==> src/rtl/mem_access_stage_pkg.sv <==
// Shared encodings for the memory-access stage: funct3 codes, FSM states,
// writeback source selects and store lane helpers.
package mem_access_stage_pkg;

    localparam logic [2:0] F3_LB  = 3'b000;
    localparam logic [2:0] F3_LH  = 3'b001;
    localparam logic [2:0] F3_LW  = 3'b010;
    localparam logic [2:0] F3_LBU = 3'b100;
    localparam logic [2:0] F3_LHU = 3'b101;

    localparam logic [2:0] F3_SB  = 3'b000;
    localparam logic [2:0] F3_SH  = 3'b001;
    localparam logic [2:0] F3_SW  = 3'b010;

    localparam logic [1:0] MEM_REG_ALU  = 2'b00;
    localparam logic [1:0] MEM_REG_LOAD = 2'b01;
    localparam logic [1:0] MEM_REG_PC   = 2'b10;

    typedef enum logic [1:0] {
        ST_IDLE     = 2'b00,
        ST_REQ      = 2'b01,
        ST_WAIT_RSP = 2'b10
    } state_t;

    function automatic logic [3:0] store_strobe(input logic [2:0] f3, input logic [1:0] off);
        case (f3)
            F3_SB:   return 4'b0001 << off;
            F3_SH:   return off[1] ? 4'b1100 : 4'b0011;
            default: return 4'b1111;
        endcase
    endfunction

    // Data is replicated across lanes so the strobes alone pick the target bytes.
    function automatic logic [31:0] store_data(input logic [2:0] f3, input logic [31:0] rs2);
        case (f3)
            F3_SB:   return {4{rs2[7:0]}};
            F3_SH:   return {2{rs2[15:0]}};
            default: return rs2;
        endcase
    endfunction

endpackage

==> src/rtl/mem_load_align.sv <==
// Load lane extraction: picks the byte/half/word addressed by addr_lo out of the
// returned word and sign- or zero-extends it according to funct3.
module mem_load_align
    import mem_access_stage_pkg::*;
(
    input  logic [2:0]  funct3,
    input  logic [1:0]  addr_lo,
    input  logic [31:0] rdata,
    output logic [31:0] load_data
);

    logic [7:0]  byte_sel;
    logic [15:0] half_sel;

    // NOTE: every output of an always_comb gets a value on every path, otherwise a latch is inferred.
    always_comb begin
        byte_sel = rdata[7:0];
        case (addr_lo)
            2'd1:    byte_sel = rdata[15:8];
            2'd2:    byte_sel = rdata[23:16];
            2'd3:    byte_sel = rdata[31:24];
            default: byte_sel = rdata[7:0];
        endcase
        half_sel = addr_lo[1] ? rdata[31:16] : rdata[15:0];

        case (funct3)
            F3_LB:   load_data = {{24{byte_sel[7]}}, byte_sel};
            F3_LBU:  load_data = {24'd0, byte_sel};
            F3_LH:   load_data = {{16{half_sel[15]}}, half_sel};
            F3_LHU:  load_data = {16'd0, half_sel};
            default: load_data = rdata;
        endcase
    end

endmodule

==> src/rtl/mem_access_stage.sv <==
// Memory-access pipeline stage: drives the data-memory request port, stalls upstream
// while an access is outstanding and registers the MEM/WB boundary. Optional: MEM_MISALIGN_TRAP_EN.
module mem_access_stage
    import mem_access_stage_pkg::*;
#(
    parameter int ADDR_W = 32
)
(
    input  logic              clk,
    input  logic              rst,
    input  logic              load_in,
    input  logic              store_in,
    input  logic              reg_write_in,
    input  logic [31:0]       opb_data_in,
    input  logic [31:0]       alu_res_in,
    input  logic [1:0]        mem_reg_in,
    input  logic [31:0]       next_sel_addr_in,
    input  logic [31:0]       pre_address_in,
    input  logic [31:0]       instruction_in,
    output logic              stall_out,
    output logic              dmem_req_valid,
    input  logic              dmem_req_ready,
    output logic              dmem_we,
    output logic [ADDR_W-1:0] dmem_addr,
    output logic [31:0]       dmem_wdata,
    output logic [3:0]        dmem_wstrb,
    input  logic              dmem_rsp_valid,
    input  logic [31:0]       dmem_rdata,
    output logic              wb_reg_write,
    output logic [1:0]        wb_mem_reg,
    output logic [31:0]       wb_alu_res,
    output logic [31:0]       wb_load_data,
    output logic [31:0]       wb_next_sel_addr,
    output logic [31:0]       wb_pre_address,
`ifdef MEM_MISALIGN_TRAP_EN
    output logic              wb_misalign,
`endif
    output logic [31:0]       wb_instruction
);

    state_t      state;
    logic [2:0]  funct3;
    logic [1:0]  addr_lo;
    logic        is_load;
    logic        is_store;
    logic        misalign;
    logic        mem_op;
    logic [31:0] load_data;

    assign funct3   = instruction_in[14:12];
    assign addr_lo  = alu_res_in[1:0];
    assign is_load  = load_in;
    assign is_store = store_in & ~load_in;

`ifdef MEM_MISALIGN_TRAP_EN
    always_comb begin
        misalign = 1'b0;
        if (is_load || is_store) begin
            if ((funct3 == F3_LH || (is_load && funct3 == F3_LHU)) && addr_lo[0])
                misalign = 1'b1;
            if (funct3 == F3_LW && addr_lo != 2'b00)
                misalign = 1'b1;
        end
    end
`else
    assign misalign = 1'b0;
`endif

    // Misaligned accesses never reach memory; they retire like an ALU op.
    assign mem_op = (is_load | is_store) & ~misalign;

    always_comb begin
        dmem_req_valid = 1'b0;
        stall_out      = 1'b0;
        if (!rst) begin
            case (state)
                ST_IDLE: begin
                    dmem_req_valid = mem_op;
                    stall_out      = mem_op & ~(is_store & dmem_req_ready);
                end
                ST_REQ: begin
                    dmem_req_valid = 1'b1;
                    stall_out      = ~(is_store & dmem_req_ready);
                end
                ST_WAIT_RSP: stall_out = ~dmem_rsp_valid;
                default: ;
            endcase
        end
    end

    assign dmem_we    = dmem_req_valid & is_store;
    assign dmem_addr  = {alu_res_in[ADDR_W-1:2], 2'b00};
    assign dmem_wstrb = is_store ? store_strobe(funct3, addr_lo) : 4'b0000;
    assign dmem_wdata = store_data(funct3, opb_data_in);

    mem_load_align u_load_align (
        .funct3    (funct3),
        .addr_lo   (addr_lo),
        .rdata     (dmem_rdata),
        .load_data (load_data)
    );

    // NOTE: sequential state uses non-blocking assignments so every flop samples pre-edge values.
    always_ff @(posedge clk) begin
        if (rst) begin
            state <= ST_IDLE;
        end else begin
            case (state)
                ST_IDLE: begin
                    if (mem_op) begin
                        if (!dmem_req_ready)
                            state <= ST_REQ;
                        else if (is_load)
                            state <= ST_WAIT_RSP;
                    end
                end
                ST_REQ: begin
                    if (dmem_req_ready)
                        state <= is_load ? ST_WAIT_RSP : ST_IDLE;
                end
                ST_WAIT_RSP: begin
                    if (dmem_rsp_valid)
                        state <= ST_IDLE;
                end
                default: state <= ST_IDLE;
            endcase
        end
    end

    // A stalled edge inserts a bubble: only wb_reg_write is forced, the rest hold.
    always_ff @(posedge clk) begin
        if (rst) begin
            wb_reg_write     <= 1'b0;
            wb_mem_reg       <= 2'b00;
            wb_alu_res       <= 32'd0;
            wb_load_data     <= 32'd0;
            wb_next_sel_addr <= 32'd0;
            wb_pre_address   <= 32'd0;
            wb_instruction   <= 32'd0;
`ifdef MEM_MISALIGN_TRAP_EN
            wb_misalign      <= 1'b0;
`endif
        end else if (stall_out) begin
            wb_reg_write <= 1'b0;
        end else begin
            wb_reg_write     <= reg_write_in & ~misalign;
            wb_mem_reg       <= mem_reg_in;
            wb_alu_res       <= alu_res_in;
            wb_load_data     <= (is_load && !misalign) ? load_data : 32'd0;
            wb_next_sel_addr <= next_sel_addr_in;
            wb_pre_address   <= pre_address_in;
            wb_instruction   <= instruction_in;
`ifdef MEM_MISALIGN_TRAP_EN
            wb_misalign      <= misalign;
`endif
        end
    end

endmodule

==> config.mk <==
export PLATFORM = sky130hd
export DESIGN_NAME = mem_access_stage
export DESIGN_NICKNAME = d
export VERILOG_FILES = /design/src/rtl/mem_access_stage_pkg.sv /design/src/rtl/mem_load_align.sv /design/src/rtl/mem_access_stage.sv
export SDC_FILE = /design/constraint.sdc
export NUM_CORES = 1
export LEC_CHECK = 0
export CORE_AREA = 2 2 169 171
export DETAILED_ROUTE_END_ITERATION = 12
export DIE_AREA = 0 0 171 173
export HOLD_SLACK_MARGIN = 0.12
export MAX_ROUTING_LAYER = met4
export PLACE_DENSITY = 0.7
export SYNTH_ARGS = -nofsm -noshare
export SYNTH_HDL_FRONTEND = slang
export SYNTH_SLANG_ARGS = --single-unit
==> constraint.sdc <==
create_clock -name clk -period 5.2 [get_ports clk]
set_input_delay 1.56 -clock clk [delete_from_list [all_inputs] [get_ports clk]]
set_output_delay 1.56 -clock clk [all_outputs]
set_load 0.02 [all_outputs]
# Word level (Yosys, flattened, before mapping)

Index checks and enable logic that the tools add are counted.

Equality and inequality tests: 12
Shift operators: 1
Muxes and demuxes: 19
Bitwise operators: 8
Reduce and logical (&&, ||, !) cells: 4

Operators with widths:

| operator            | count |
|---|---|
| $pmux 32 s4         | 1 |
| $pmux 32 s2         | 1 |
| $mux 32             | 1 |
| $pmux 8 s3          | 1 |
| $mux 16             | 1 |
| $mux 2              | 6 |
| $mux 4              | 2 |
| $pmux 4 s2          | 1 |
| $eq 2x2->1 const B  | 3 |
| $eq 3x3->1 const B  | 2 |
| $ne 2x2->1 const B  | 3 |
| $pmux 2 s3          | 1 |
| $and 1x1->1         | 4 |
| $eq 2x1->1 const B  | 2 |
| $reduce_and 4->1    | 1 |
| $shl 1x2->4 const A | 1 |
| $eq 3x1->1 const B  | 1 |
| $logic_not 3->1     | 1 |
| $ne 3x3->1 const B  | 1 |
| $not 1->1           | 3 |
| $pmux 1 s3          | 1 |
| $logic_not 2->1     | 1 |
| $mux 1              | 2 |
| $pmux 1 s2          | 1 |
| 2 further kinds     | 2 |

Flip-flop bits (word level): 165
Output and inout port bits: 234
Word-level logic and storage cells: 52

# Depth between registers and ports, before layout

Gate-level depths: netlist of the first run.

Depth after elaboration: 8
Mapped depth: 7
Gate-level depth less buffers: 4

# Hierarchy

Synthesis of the first run repeated with hierarchy kept, for this count alone.

Cells, all modules: 968
Area, all modules: 7996.4 µm²

Modules (own cells, without submodules):

| module           | instances | cells an instance | area an instance (µm²) | seq. area each (µm²) |
|---|---|---|---|---|
| mem_access_stage | 1         | 857               | 7328.3                 | 3303.2 |
| mem_load_align   | 1         | 111               | 668.1                  | 0.0 |

# Least setup slack after synthesis of the first run

Ideal clock, no wire load.

Path kind: input-to-output
Start point: input instruction_in[13]
End point: output dmem_wdata[24]
Arrival time: 2.735 ns
Required time: 3.640 ns
Setup slack: 0.905 ns
Stages on the path: 6
Path buffers: 3
Cells stage by stage: buf_2 -> nor2_1 -> buf_2 -> clkbuf_1 -> nor2_1 -> a21oi_1

Cells in the longest elaborated chain, start to end: 2
Elaborated cells between the ends (all ways): 3
Those cells by class: 1 x eq/ne; 1 x mux; 1 x reduce/logical

RTL lines:

| item                                          | line                       | text |
|---|---|---|
| start: declaration                            | mem_access_stage.sv:19     | `input logic [31:0] instruction_in,` |
| $eq 3x1->1 or $logic_not 3->1 (tied branches) | mem_access_stage_pkg.sv:35 | `case (f3)` |
| $pmux 32 s2 *                                 | mem_access_stage_pkg.sv:35 |  |
| end: declaration                              | mem_access_stage.sv:25     | `output logic [31:0] dmem_wdata,` |

Every way passes the cells marked *; elsewhere a longest branch is shown, timed or not.

# Worst setup path after layout of the first run

Start point: input instruction_in[12]
End point: output dmem_wdata[9]

Same word-level chain as after synthesis.

==> results of run 1 <==
-- metrics by stage --
step	instances	area, um^2
after floorplan	834	8287
after global placement	1559	12560
after detailed placement	1559	12560
after CTS	1591	13170
after global routing	1593	13180
final	1593	13180
-- report_power, final --
part	internal, W	switching, W	leakage, nW
registers	0.00135	0.0000437	1.35
clock network	0.000693	0.000619	0.298
logic	0.000487	0.000414	3.31
-- logic make-up (layout without fill, tap and decap cells) --
group	after synthesis	after routing	synth area share (%)
other	1	4	0.04527
DFF	165	165	39.88
muxes	164	164	20.38
AOI/OAI and AO/OA	84	84	8.067
and+or+nand+nor	312	312	22.92
buffers and inverters	107	486	8.716
-- metal layers --
metal,routed length [um],global-route usage [%]
met5,0,-
met4,787,6.321
met3,2109,5.058
met2,12950,30.04
met1,10330,18.97
-- cell usage in the layout, fill, tap and decap left out, types with 7 or more instances in the layout --
master	count
clkdlybuf4s50_1	431
nand2b_1	262
dfxtp_1	165
mux2i_1	139
mux2_2	23
a221o_1	20
a21oi_1	17
clkbuf_16	17
nor2_1	16
buf_4	16
o21ai_0	12
o2bb2ai_1	11
nand2_1	10
a21boi_2	7
-- final timing paths --
kind | from | end | cells after the start
setup / recovery | instruction_in[12] | dmem_wdata[9] | 5
hold / removal | wb_instruction[25]$_SDFFE_PP0N_ | wb_instruction[25]$_SDFFE_PP0N_ | 2
setup reg to reg | state[0]$_SDFFE_PP0P_ | wb_pre_address[6]$_SDFFE_PP0N_ | 5
hold reg to reg | wb_instruction[25]$_SDFFE_PP0N_ | wb_instruction[25]$_SDFFE_PP0N_ | 2
-- worst register-to-register path, stage by stage, from the launching register on --
cell     delay (ns)
dfxtp_1        0.32
or2_1          0.25
a21oi_2        0.19
o21a_4         0.58
buf_12         0.40
mux2i_1        0.26
-- layout make-up --
cell class                      instances  area, um^2  area share (%)
Timing Repair Buffer                  451        4506           34.19
Multi-Input combinational cell        562        4272           32.42
Sequential cell                       165        3303           25.07
Tap cell                              378       473.0           3.589
Clock buffer                           17       425.4           3.229
Clock inverter                         15       181.4           1.377
Inverter                                3       11.26         0.08546
Antenna cell                            2       5.005         0.03798
==> flow_summary.yaml, run 1 <==
run_status:
  status: "finished, final reports clean"
final_layout:
  syn_to_final_growth_pct: 59.08
  fillCellCount: 2638
  drive_gt1_share_pct: 7.667
  fin_util_pct: 47.69
  nets: 1401
worst_setup_path:
  path_common_cell: "clkdlybuf4s50_1"
  worst-path-buf-inv: 3
  cp.required_ns: 3.64
  critical_path_arrival_ns: 3.43
  path_cells: "clkdlybuf4s50_1 -> nor3_2 -> buf_4 -> mux2_2 -> clkdlybuf4s50_1"
  rrSetupSlack_ns: 3.11
  slowest_stage: "clkdlybuf4s50_1"
  critPathLaunchType: "input port"
  worst_path_largest_cell_delay_ns: 0.54
  worstSetupPathType: "in2out"
  cpLargestDelayFamily: "buffers and inverters"
  critical_path.max_fanout: 8
  cp-end-kind: "primary output"
placed_design:
  gp_congestion: 0.8731
  place_ws_ns: 0.2114
  io_buffers: 432
  dp_hpwl_um: 19680
synth:
  synthFlopType: "dfxtp_1"
  ys_ff_latch: 165
  async_flop_share_pct: 0
  synth_most_common_cell: "nand2b_1"
  synth_top_area_cell: "dfxtp_1"
  synth-edff-count: 0
  yosys.cell_types.count: 40
  synthTopCellsByArea: "dfxtp_1 (40%), nand2b_1 (20%), mux2i_1 (17%)"
  synth_common_cells: "nand2b_1 (262), dfxtp_1 (165), mux2i_1 (139)"
  netlist_area_um2: 8283
  synth-seq-area-share_pct: 39.88
  yosysWarningCount: 0
  synthDominantCellAreaShare_pct: 39.88
  netlist_instances: 833
  syn_avg_cell_area_um2: 9.944
job:
  drv_cap: 0
routing:
  wirelength_um: 26180
  via_per_inst: 4.510
  antenna_left: 0
  dr.pass1.iters: 4
  wire_per_inst_um: 16.43
  drt-initial-drc-count: 293
  vias: 7184
  drcViolationCount: 0
clocking:
  cts-hold-fix-buffers: 0
  worstSkewPairLatency_ns: 0.42
  root_buffer: "clkbuf_16"
  numCtsBuffers: 17
  htree_num_levels: 4
  path_clk_slew_ns: 0.06
  cts_tree: "done"
  cts.sink_count: 165
  cts_resized: 0
  clk_path_buf_depth: 2
  cts_setup_buffers: 0
global_route:
  grt_pass1_wl_um: 39650
  first_global_vias: 7307
  track_usage_pct: 17.45
  grt-ovfl-total: 0
  antenna_found_initial: 2
  grt_max_degree: 140
die:
  io_pins: 435
  core_area_um2: 27630
  placementRows: 61
  die_y_um: 173
  start_util_pct: 29.98
  dieArea_um2: 29580
  die_x_um: 171
pwr:
  p_leak_nw: 4.960
  vdd_drop_max_mv: 0.1976
  power.total_w: 0.003605
  p_per_area_nw_per_um2: 273.6
sta:
  setup_ws_ns: 0.2095
  fin_skew_ns: 0.01597
  max_slew_margin_pct: 34.97
  finalSetupViolCount: 0
  period_minus_slack_ns: 4.990
  rsz0062_at_grt: "no"
  worstMarginPinSlew_ns: 0.9754
  slew_violations: 0
  fin_setup_tns_ns: 0
  finalHoldViolCount: 0
  fin_crit_sh_pct: 95.97
  timing.hold.ws_ns: 0.4720
  timing.fmax_mhz: 200.4
min_path:
  min_path_type: "reg2reg"
(Power assumes the default switching activity.)
==> run 2, diff against run 1 <==
clock period = 6.4 ns   (was 5.2 ns; I/O delays follow)
==> flow_summary.yaml, run 2 (synthesis gave the netlist of run 1 again) <==
job:
  drv_cap: 0
pwr:
  p_comb_share_pct: 25.1
  p_per_area_nw_per_um2: 220.7
  p_clk_share_pct: 35.7
  power.switching_w: 0.0008800
  p_leak_nw: 4.912
  seqPwrFrac_pct: 39.1
  internal_power_w: 0.002010
  vdd_drop_max_mv: 0.1518
  swShare_pct: 30.45
routing:
  drt-initial-drc-count: 384
  dr.pass1.iters: 5
  antenna_left: 0
  wire_per_inst_um: 16.47
  wirelength_um: 26130
  vias: 7197
  via_per_inst: 4.535
  drcViolationCount: 0
sta:
  worstMarginPinSlew_ns: 0.9710
  fin_crit_sh_pct: 90.51
  timing.fmax_mhz: 172.6
  fin_setup_tns_ns: 0
  max_slew_margin_pct: 35.27
  finalHoldViolCount: 0
  fin_skew_ns: 0.01372
  slew_violations: 0
  period_minus_slack_ns: 5.793
  finalSetupViolCount: 0
  rsz0062_at_grt: "no"
global_route:
  busiest_layer: "met2"
  grt-ovfl-total: 0
  track_usage_pct: 17.46
  met1_usage_pct: 19.29
  grt_pass1_wl_um: 39630
  antenna_found_initial: 3
  grt_max_degree: 138
  grt_use_met3_pct: 4.852
  first_global_vias: 7352
  grt_use_met2_pct: 29.59
placed_design:
  dpl_cell_area_um2: 12500
  gp_congestion: 0.8703
  dp_hpwl_um: 19450
  io_buffers: 432
clocking:
  path_clk_slew_ns: 0.07
  root_buffer: "clkbuf_16"
  cts.sink_count: 165
  cts-hold-fix-buffers: 0
  cts_setup_buffers: 0
  cts_tree: "done"
  cts_resized: 0
  worstSkewPairLatency_ns: 0.42
  clk_path_buf_depth: 2
  numCtsBuffers: 17
  htree_num_levels: 4
final_layout:
  drive_gt1_share_pct: 7.131
  final_cell_mix: "clkdlybuf4s50_1 (431), nand2b_1 (262), dfxtp_1 (165)"
  syn_to_final_growth_pct: 58.11
  final_common_cell: "clkdlybuf4s50_1"
  nets: 1394
  postLayoutCellArea_um2: 13100
  seq_area_um2: 3303
  fillCellCount: 2644
  multi_input_area_um2: 4272
worst_setup_path:
  worstSetupPathType: "in2out"
  critPathLaunchType: "input port"
  cp-end-kind: "primary output"
  r2r_cells: 5
  critical_path.max_fanout: 23
  cp.required_ns: 4.48
  critical_path_arrival_ns: 3.87
run_status:
  status: "finished, final reports clean"
min_path:
  min_path_cells: 1
  min_path_type: "reg2reg"
die:
  start_util_pct: 29.98
  die_x_um: 171
  die_y_um: 173
  placementRows: 61
  io_pins: 435
  dieArea_um2: 29580
  core_area_um2: 27630
run 2: cell count changes in the layout (fill, tap and decap cells not counted), moves of 2 or more:
cell / before / now
buf_4: 16 / 10
clkinv_8: 3 / 5
inv_8: 4 / 1
inv_6: 3 / 5
run 2: critical path, cell delays in order:
cell and delay [ns]:
clkdlybuf4s50_1 0.61, buf_4 0.38, o21ai_0 0.13, a21oi_1 0.19, clkdlybuf4s50_1 0.64
run 2: metrics by stage:
step / instances / worst slack [ns] / utilization, % / total power [W] / hold slack [ns]
2_1_floorplan: 834 / 1.385 / - / 0.001542 / 0.5241
3_3_place_gp: 1552 / 0.6067 / 45.24 / 0.001880 / 0.4450
3_5_place_dp: 1552 / 0.6147 / 45.24 / 0.001886 / 0.4488
4_1_cts: 1584 / 0.6022 / 47.37 / 0.002939 / 0.4712
5_1_grt: 1587 / 0.5275 / 47.40 / 0.003022 / 0.4866
6_report: 1587 / 0.6073 / 47.40 / 0.002890 / 0.4703
run 2: metal layers:
layer  vias to the layer above  wire length (um)
met2                       330             12750
li1                       3494                 -
met4                         0               879
met5                         -                 0
met1                      3329             10390
met3                        44              2107
run 2: final timing paths:
check                                     to  slack (ns)                         start
max                            dmem_wstrb[3]        0.61            instruction_in[12]
min             wb_load_data[4]$_SDFFE_PP0N_        0.47  wb_load_data[4]$_SDFFE_PP0N_
max reg2reg  wb_pre_address[31]$_SDFFE_PP0N_        4.51         state[0]$_SDFFE_PP0P_
min reg2reg     wb_load_data[4]$_SDFFE_PP0N_        0.47  wb_load_data[4]$_SDFFE_PP0N_
run 2: layout make-up:
| class | instances | share of cell area (%) |
|---|---|---|
| Tap cell | 378 | 3.611 |
| Sequential cell | 165 | 25.22 |
| Clock inverter | 15 | 1.252 |
| Antenna cell | 3 | 0.05732 |
| Inverter | 3 | 0.08598 |
| Multi-Input combinational cell | 562 | 32.62 |
| Timing Repair Buffer | 444 | 33.91 |
| Clock buffer | 17 | 3.248 |
run 2: power by group through the flow:
stage / clock [W] / combinational [W] / sequential (W)
2_1_floorplan: 0 / 0.000307 / 0.00124
3_3_place_gp: 0 / 0.000729 / 0.00115
3_5_place_dp: 0 / 0.000731 / 0.00115
4_1_cts: 0.00107 / 0.000735 / 0.00113
5_1_grt: 0.00111 / 0.000771 / 0.00114
6_report: 0.00103 / 0.000727 / 0.00113
==> run 3, diff against run 2 <==
SLEW_MARGIN = 20   (was default)
==> results of run 3 <==
The final DEF is identical to that of run 2; final timing and power are the same.
